==> config.mk <==
export PLATFORM = sky130hd
export DESIGN_NAME = fetch_ctrl
export DESIGN_NICKNAME = d
export VERILOG_FILES = /design/src/rtl/fetch_ctrl.sv
export SDC_FILE = /design/constraint.sdc
export NUM_CORES = 1
export LEC_CHECK = 0
export CORE_AREA = 5 5 102 128
export DETAILED_ROUTE_END_ITERATION = 16
export DIE_AREA = 0 0 107 133
export PLACE_DENSITY = 0.74
export RECOVER_POWER = 25
export SYNTH_ARGS = -nofsm -noshare
export SYNTH_HDL_FRONTEND = slang
export SYNTH_SLANG_ARGS = --single-unit
export TNS_END_PERCENT = 50
==> constraint.sdc <==
create_clock -name clk -period 2 [get_ports clk]
set_input_delay 0.2 -clock clk [delete_from_list [all_inputs] [get_ports clk]]
set_output_delay 0.2 -clock clk [all_outputs]
set_load 0.02 [all_outputs]
==> src/rtl/fetch_ctrl.sv <==
// fetch_ctrl: single-outstanding instruction fetch controller.
//
// Walks IDLE -> REQ -> WAIT -> HOLD. It issues one request at the current
// PC, waits for the response, then presents the instruction to decode until
// decode accepts it (stall low). A redirect reloads the PC from any state
// except IDLE. A response that was already requested when the redirect
// arrived is dropped through the kill flag.
//
// Optional feature macro: FETCH_CTRL_MISALIGN_TRAP_EN
//   defined   : a misaligned redirect target fetches from TRAP_VEC and
//               pulses trap_valid for one cycle.
//   undefined : a misaligned redirect target is force-aligned and
//               trap_valid stays 0.
//
// Ports:
//   clk            in   clock, rising edge
//   reset          in   synchronous reset, active low
//   imem_req       out  fetch request (high in REQ)
//   imem_addr      out  fetch address (= PC)
//   imem_gnt       in   request accepted by memory
//   imem_rvalid    in   response valid
//   imem_rdata     in   response instruction word
//   stall          in   decode back-pressure (holds the presented instruction)
//   redirect_valid in   branch/jump redirect strobe
//   redirect_pc    in   redirect target
//   if_valid       out  if_instr/if_pc valid for decode
//   if_instr       out  fetched instruction (registered)
//   if_pc          out  address of if_instr (registered)
//   trap_valid     out  misaligned-redirect trap pulse (registered)
module fetch_ctrl #(
  parameter int unsigned          XLEN     = 32,
  parameter logic [XLEN-1:0]      RESET_PC = 32'h0000_0000,
  parameter logic [XLEN-1:0]      TRAP_VEC = 32'h0000_0100
) (
  input  logic            clk,
  input  logic            reset,
  output logic            imem_req,
  output logic [XLEN-1:0] imem_addr,
  input  logic            imem_gnt,
  input  logic            imem_rvalid,
  input  logic [31:0]     imem_rdata,
  input  logic            stall,
  input  logic            redirect_valid,
  input  logic [XLEN-1:0] redirect_pc,
  output logic            if_valid,
  output logic [31:0]     if_instr,
  output logic [XLEN-1:0] if_pc,
  output logic            trap_valid
);

`ifdef FETCH_CTRL_MISALIGN_TRAP_EN
  localparam logic TRAP_EN = 1'b1;
`else
  localparam logic TRAP_EN = 1'b0;
`endif

  typedef enum logic [1:0] {
    ST_IDLE = 2'd0,
    ST_REQ  = 2'd1,
    ST_WAIT = 2'd2,
    ST_HOLD = 2'd3
  } state_t;

  localparam logic [XLEN-1:0] PC_STEP = {{(XLEN-3){1'b0}}, 3'd4};

  state_t          state_q, state_d;
  logic [XLEN-1:0] pc_q, pc_d;
  logic            kill_q, kill_d;
  logic            if_valid_q, if_valid_d;
  logic [31:0]     if_instr_q, if_instr_d;
  logic [XLEN-1:0] if_pc_q, if_pc_d;
  logic            trap_q, trap_d;
  logic            misaligned_s;
  logic [XLEN-1:0] redir_target_s;

  // Redirect target selection; trap vector replaces misaligned targets only when trapping is built in.
  always_comb begin
    misaligned_s = (redirect_pc[1:0] != 2'b00);
    if (TRAP_EN && misaligned_s) begin
      redir_target_s = TRAP_VEC;
    end else begin
      redir_target_s = {redirect_pc[XLEN-1:2], 2'b00};
    end
  end

  // State register and all datapath flops, synchronous active-low reset.
  always_ff @(posedge clk) begin
    if (!reset) begin
      state_q    <= ST_IDLE;
      pc_q       <= RESET_PC;
      kill_q     <= 1'b0;
      if_valid_q <= 1'b0;
      if_instr_q <= 32'h0000_0000;
      if_pc_q    <= {XLEN{1'b0}};
      trap_q     <= 1'b0;
    end else begin
      state_q    <= state_d;
      pc_q       <= pc_d;
      kill_q     <= kill_d;
      if_valid_q <= if_valid_d;
      if_instr_q <= if_instr_d;
      if_pc_q    <= if_pc_d;
      trap_q     <= trap_d;
    end
  end

  // Next-state and next-datapath logic; redirect outranks everything outside IDLE.
  always_comb begin
    state_d    = state_q;
    pc_d       = pc_q;
    kill_d     = kill_q;
    if_valid_d = if_valid_q;
    if_instr_d = if_instr_q;
    if_pc_d    = if_pc_q;
    trap_d     = 1'b0;

    if ((state_q != ST_IDLE) && redirect_valid) begin
      trap_d = TRAP_EN & misaligned_s;
    end else begin
      trap_d = 1'b0;
    end

    case (state_q)
      ST_IDLE: begin
        state_d = ST_REQ;
      end
      ST_REQ: begin
        if (redirect_valid) begin
          pc_d = redir_target_s;
          if (imem_gnt) begin
            // The accepted request is for the old PC: its response must be dropped.
            kill_d  = 1'b1;
            state_d = ST_WAIT;
          end else begin
            state_d = ST_REQ;
          end
        end else if (imem_gnt) begin
          state_d = ST_WAIT;
        end else begin
          state_d = ST_REQ;
        end
      end
      ST_WAIT: begin
        if (redirect_valid) begin
          pc_d = redir_target_s;
          if (imem_rvalid) begin
            kill_d  = 1'b0;
            state_d = ST_REQ;
          end else begin
            kill_d  = 1'b1;
            state_d = ST_WAIT;
          end
        end else if (imem_rvalid) begin
          if (kill_q) begin
            kill_d  = 1'b0;
            state_d = ST_REQ;
          end else begin
            if_instr_d = imem_rdata;
            if_pc_d    = pc_q;
            if_valid_d = 1'b1;
            pc_d       = pc_q + PC_STEP;
            state_d    = ST_HOLD;
          end
        end else begin
          state_d = ST_WAIT;
        end
      end
      ST_HOLD: begin
        if (redirect_valid) begin
          pc_d       = redir_target_s;
          if_valid_d = 1'b0;
          state_d    = ST_REQ;
        end else if (!stall) begin
          if_valid_d = 1'b0;
          state_d    = ST_REQ;
        end else begin
          state_d = ST_HOLD;
        end
      end
      default: begin
        state_d    = ST_IDLE;
        kill_d     = 1'b0;
        if_valid_d = 1'b0;
      end
    endcase
  end

  // Output decode from the registered state and flops.
  always_comb begin
    imem_req   = (state_q == ST_REQ);
    imem_addr  = pc_q;
    if_valid   = if_valid_q;
    if_instr   = if_instr_q;
    if_pc      = if_pc_q;
    trap_valid = trap_q;
  end

endmodule

Word-level counts from Yosys, hierarchy flattened
Cells that the tools add are included.
Word-level totals
  register bits: 100
  input port bits: 70
  word-level logic and storage cells: 55
Cells by class
  add/subtract/negate cells: 1
  equal/unequal tests: 12
  muxes and demuxes: 25
  bitwise operators: 2
  reductions and logical operators: 9
Operators with widths (count)
  2-to-1 mux 32 bit: 4
  case mux 32 bit (2 select lines): 1
  adder 32 x 3 -> 32 bit, second input constant: 1
  2-to-1 mux 2 bit: 7
  AND reduction 4 bit: 3
  2-to-1 mux 1 bit: 10
  != test 3 bit, second input constant: 3
  case mux 2 bit (4 select lines): 1
  != test 2 x 1 -> 1 bit, second input constant: 3
  != test 2 bit, second input constant: 3
  nonzero test 2 bit: 3
  AND reduction 5 bit: 1
  equality test 2 bit, second input constant: 2
  case mux 1 bit (2 select lines): 2
  equality test 2 x 1 -> 1 bit, second input constant: 1
  logical NOT 2 bit: 1
  NOT 1 bit: 2
  OR reduction 2 bit: 1

Depth between registers and ports, before layout
  word-level depth: 5
  mapped depth: 7

Worst setup path after synthesis
No wires, ideal clock.
  path kind: reg-to-reg
  from: reg pc_q[2] (netlist: imem_addr[2])
  to: reg pc_q[16] (netlist: imem_addr[16])
  data arrival time: 2.036 ns
  data required time: 1.926 ns
  slack: -0.110 ns
  cell stages (with the launch flop): 6
  buffers on the path: 0
  period minus slack after synthesis: 2.110 ns
  cell sequence: dfxtp_1 > ha_1 > nand3_2 > or4_1 > or4_1 > a31oi_1
Between the ends
  longest elaborated chain between the ends: 5
Ends and longest elaborated chain
  start: declaration: RTL line 67  | logic [XLEN-1:0] pc_q, pc_d;
  start signal: assignment: RTL line 98  | pc_q <= pc_d;
  adder 32 x 3 -> 32 bit: RTL line 161  | pc_d = pc_q + PC_STEP;
  2-to-1 mux 32 bit: RTL line 154  | if (kill_q) begin
  2-to-1 mux 32 bit: RTL line 153  | end else if (imem_rvalid) begin
  2-to-1 mux 32 bit: RTL line 144  | if (redirect_valid) begin
  case mux 32 bit (2 select lines): RTL line 123  | case (state_q)
No other way between the ends. The select of a mux whose other input is x is not followed.
A chain may end at the register's enable or synchronous reset.

Final worst setup path
  from: reg pc_q[5] (netlist: imem_addr[5])
  to: reg pc_q[16] (netlist: imem_addr[16])
Same word-level chain as after synthesis.

==> run_results.csv <==
group,metric,value,unit
floorplanning,initial_core_util,38.7,%
grt,grt_pass1_wl,25.4,mm
place,hpwl,12.0,mm
sta,finalCriticalPeriod,1910,ps
job,cap_violations,0,
drt,vias,5199,
floorplanning,core,0.0118,mm2
clock_tree,cts_inserted_buffers,9,
clock_tree,cts_hold_buf,0,
setup_path,cp.required,2280,ps
floorplanning,rows,45,
clock_tree,post_cts_buffers,0,
sta,period_share,95.3,%
floorplanning,die_w,107,um
hold_path,hold_path_depth,3,
sta,max_slew_margin,63.4,%
setup_path,arrival,2180,ps
drt,first_iter_violations,382,
sta,worst_slew_pin_slew,535,ps
layout,diodes,0,
setup_path,worst-r2r-cell-count,4,
setup_path,path_depth,4,
grt,first_global_vias,5066,
grt,grt-ovfl-total,0,
drt,routed_wl,16.1,mm
layout,fill_cells,1057,
floorplanning,fp.dieH,133,um
synth,yosysSeqAreaShare,42.0,%
setup_path,cp_cell_sequence,"nand3_2 > or4_1 > or4_1 > a31oi_1",
layout,fin_cells,937,
drt,vias_per_cell,5.55,
clock_tree,clockBufferDepth,2,
floorplanning,dieArea,0.0142,mm2
place,portBuffers,161,
setup_path,crit_top_cell,"or4_1",
setup_path,crit_path_max_incr_delay,580,ps
clock_tree,ctsResizeCount,0,
layout,nets,862,
sta,final-hold-violation-count,0,
synth,synth_flop_cell,"dfxtp_1",
drt,drc,0,
drt,wl_per_cell,17.1,um
outcome,outcome,"finished clean",
grt,antenna_found_initial,0,
clock_tree,clk_latency,350,ps
place,gp_congestion,0.915,
clock_tree,h-tree-depth,3,
setup_path,crit_family,"simple AND/OR/NAND/NOR gates",
synth,synth-edff-count,0,
clock_tree,clkTransAtPathRegs,70,ps
power,irDropWorstVdd,0.000350,V
setup_path,crit_end,"imem_addr[16]",
setup_path,r2r_slack,90,ps
hold_path,holdCritPathClass,"input pin to flip-flop",
sta,tns,0,ps
place,dp.cells,921,
synth,synth_area,0.00458,mm2
layout,utilization,59.6,%
floorplanning,pin_count,169,
setup_path,r2r_end,"imem_addr[16]",
setup_path,worstSetupEndpointType,"flip-flop",
clock_tree,root_buffer,"clkbuf_16",
setup_path,path_buf_inv,0,
clock_tree,cts_tree,"done",
sta,timing.fmax,525,MHz
power,power_density,671,mW/mm2
sta,drv_slew,0,
setup_path,start_kind,"flip-flop",
synth,ys_async_sr_fraction,0,%
sta,finClkSkew,8.66,ps
power,finalPower,4.73,mW
power,p_leak,2.65,nW
synth,syn-instance-count,604,
grt,gr-usage-all-layers,22.0,%
grt,grt_max_degree,34,
clock_tree,clock-sinks,96,
setup_path,worstReg2RegStart,"imem_addr[5]",
sta,setup_viol,0,
setup_path,path_max_fanout,8,
setup_path,path_class,"flip-flop to flip-flop",
drt,ant_nets,0,
synth,ys_seq_elements,96,
synth,ys_types,61,
synth,syn_avg_cell_area,7.58,um2
drt,firstDrtPassIters,5,
layout,areaGrowthSynthToFinish,54.0,%
setup_path,slowest_stage,"or4_1",
layout,layout-drive-gt1-share,12.9,%
setup_path,setup.worst_path.start,"imem_addr[5]",
sta,timing.hold.ws,398,ps
synth,yosysWarnings,0,
[logic make-up after synthesis]
| logic type | count (synthesis) | synth area share, % |
|---|---|---|
| mux | 2 | 0.464 |
| flops | 96 | 42.0 |
| fa+ha+maj | 1 | 0.273 |
| simple gates | 268 | 27.9 |
| other cells | 1 | 0.0819 |
| buf+inv | 67 | 6.26 |
| compound gates | 169 | 23.1 |
[synth_stat cells (all sizes together) (9+ instances only)]
cell type	number	area, um2
nor3	9	45.0
dfxtp	96	1920
a31oi	9	56.3
a21oi	81	405
nand3	17	103
o211ai	12	90.1
inv	11	41.3
nand4	16	115
nor4	20	131
o21ai	16	80.1
a211oi	10	75.1
buf	21	113
clkbuf	35	133
nand2	147	552
nor2	29	109
[through the flow]
stage / setup slack, ps / instance area [um2]
after floorplan: 23.5 / 4600
after global placement: -64.8 / 6740
after global routing: -9.97 / 7050
after detailed placement: -106 / 6740
after CTS: 66.4 / 7040
final: 94.9 / 7050
[cell usage in the layout (no fill, tap or decap), types with 10 or more instances in the layout]
cell type	Yosys	layout
nand4_1	15	15
a211oi_1	10	10
dfxtp_1	96	94
buf_4	6	59
nor4_1	19	18
nor2_1	29	29
nand2_1	147	146
dlygate4sd3_1	0	44
o211ai_1	12	12
inv_1	11	10
nand3_1	15	15
clkdlybuf4s50_1	0	116
a21oi_1	81	80
o21ai_0	16	16
[report_power, final]
| part | total (mW) | internal (mW) | switching (mW) |
|---|---|---|---|
| Sequential | 2.05 | 1.98 | 0.0678 |
| Clock | 1.78 | 0.984 | 0.799 |
| Combinational | 0.899 | 0.437 | 0.461 |
[tightest hold or removal path: cells and delay by family]
| kind | cells | cell delay [ps] |
|---|---|---|
| compound gates | 1 | 50 |
| buf+inv | 1 | 400 |
| simple gates | 1 | 50 |
[routing by layer]
layer	vias to the layer above	share of wire [%]	global-route usage [%]	wire (um)
met5	-	0	0	0
met4	0	2.4	7.68	380
met3	39	7.8	5.61	1250
met2	238	49	37.4	7830
met1	2402	41	26.7	6600
li1	2520	-	-	-
[area by class of cell]
cell class,instances,area [um2],share of cell area [%]
timing repair buffer,228,2200,31.2
multi-input combinational,445,2400,34.1
sequential,96,1920,27.3
clock buffer,9,225,3.19
inverter,11,41.3,0.586
clock inverter,7,77.6,1.10
tap,141,176,2.50
[flip-flops by register name, indices dropped and copies added (netlist names)]
name and flops:
if_instr 32, if_pc 30, state_q 2, imem_addr 30, kill_q 1, if_valid 1
[worst min path at each step]
stage	start	end
final	imem_rdata[29]	if_instr[29]
after CTS	imem_rdata[27]	if_instr[27]
after global placement	if_instr[21]	if_instr[21]
after floorplan	imem_rdata[0]	if_instr[0]
after global routing	imem_rdata[27]	if_instr[27]
after detailed placement	if_instr[21]	if_instr[21]
Note: power is estimated with default switching activity, not from simulation.
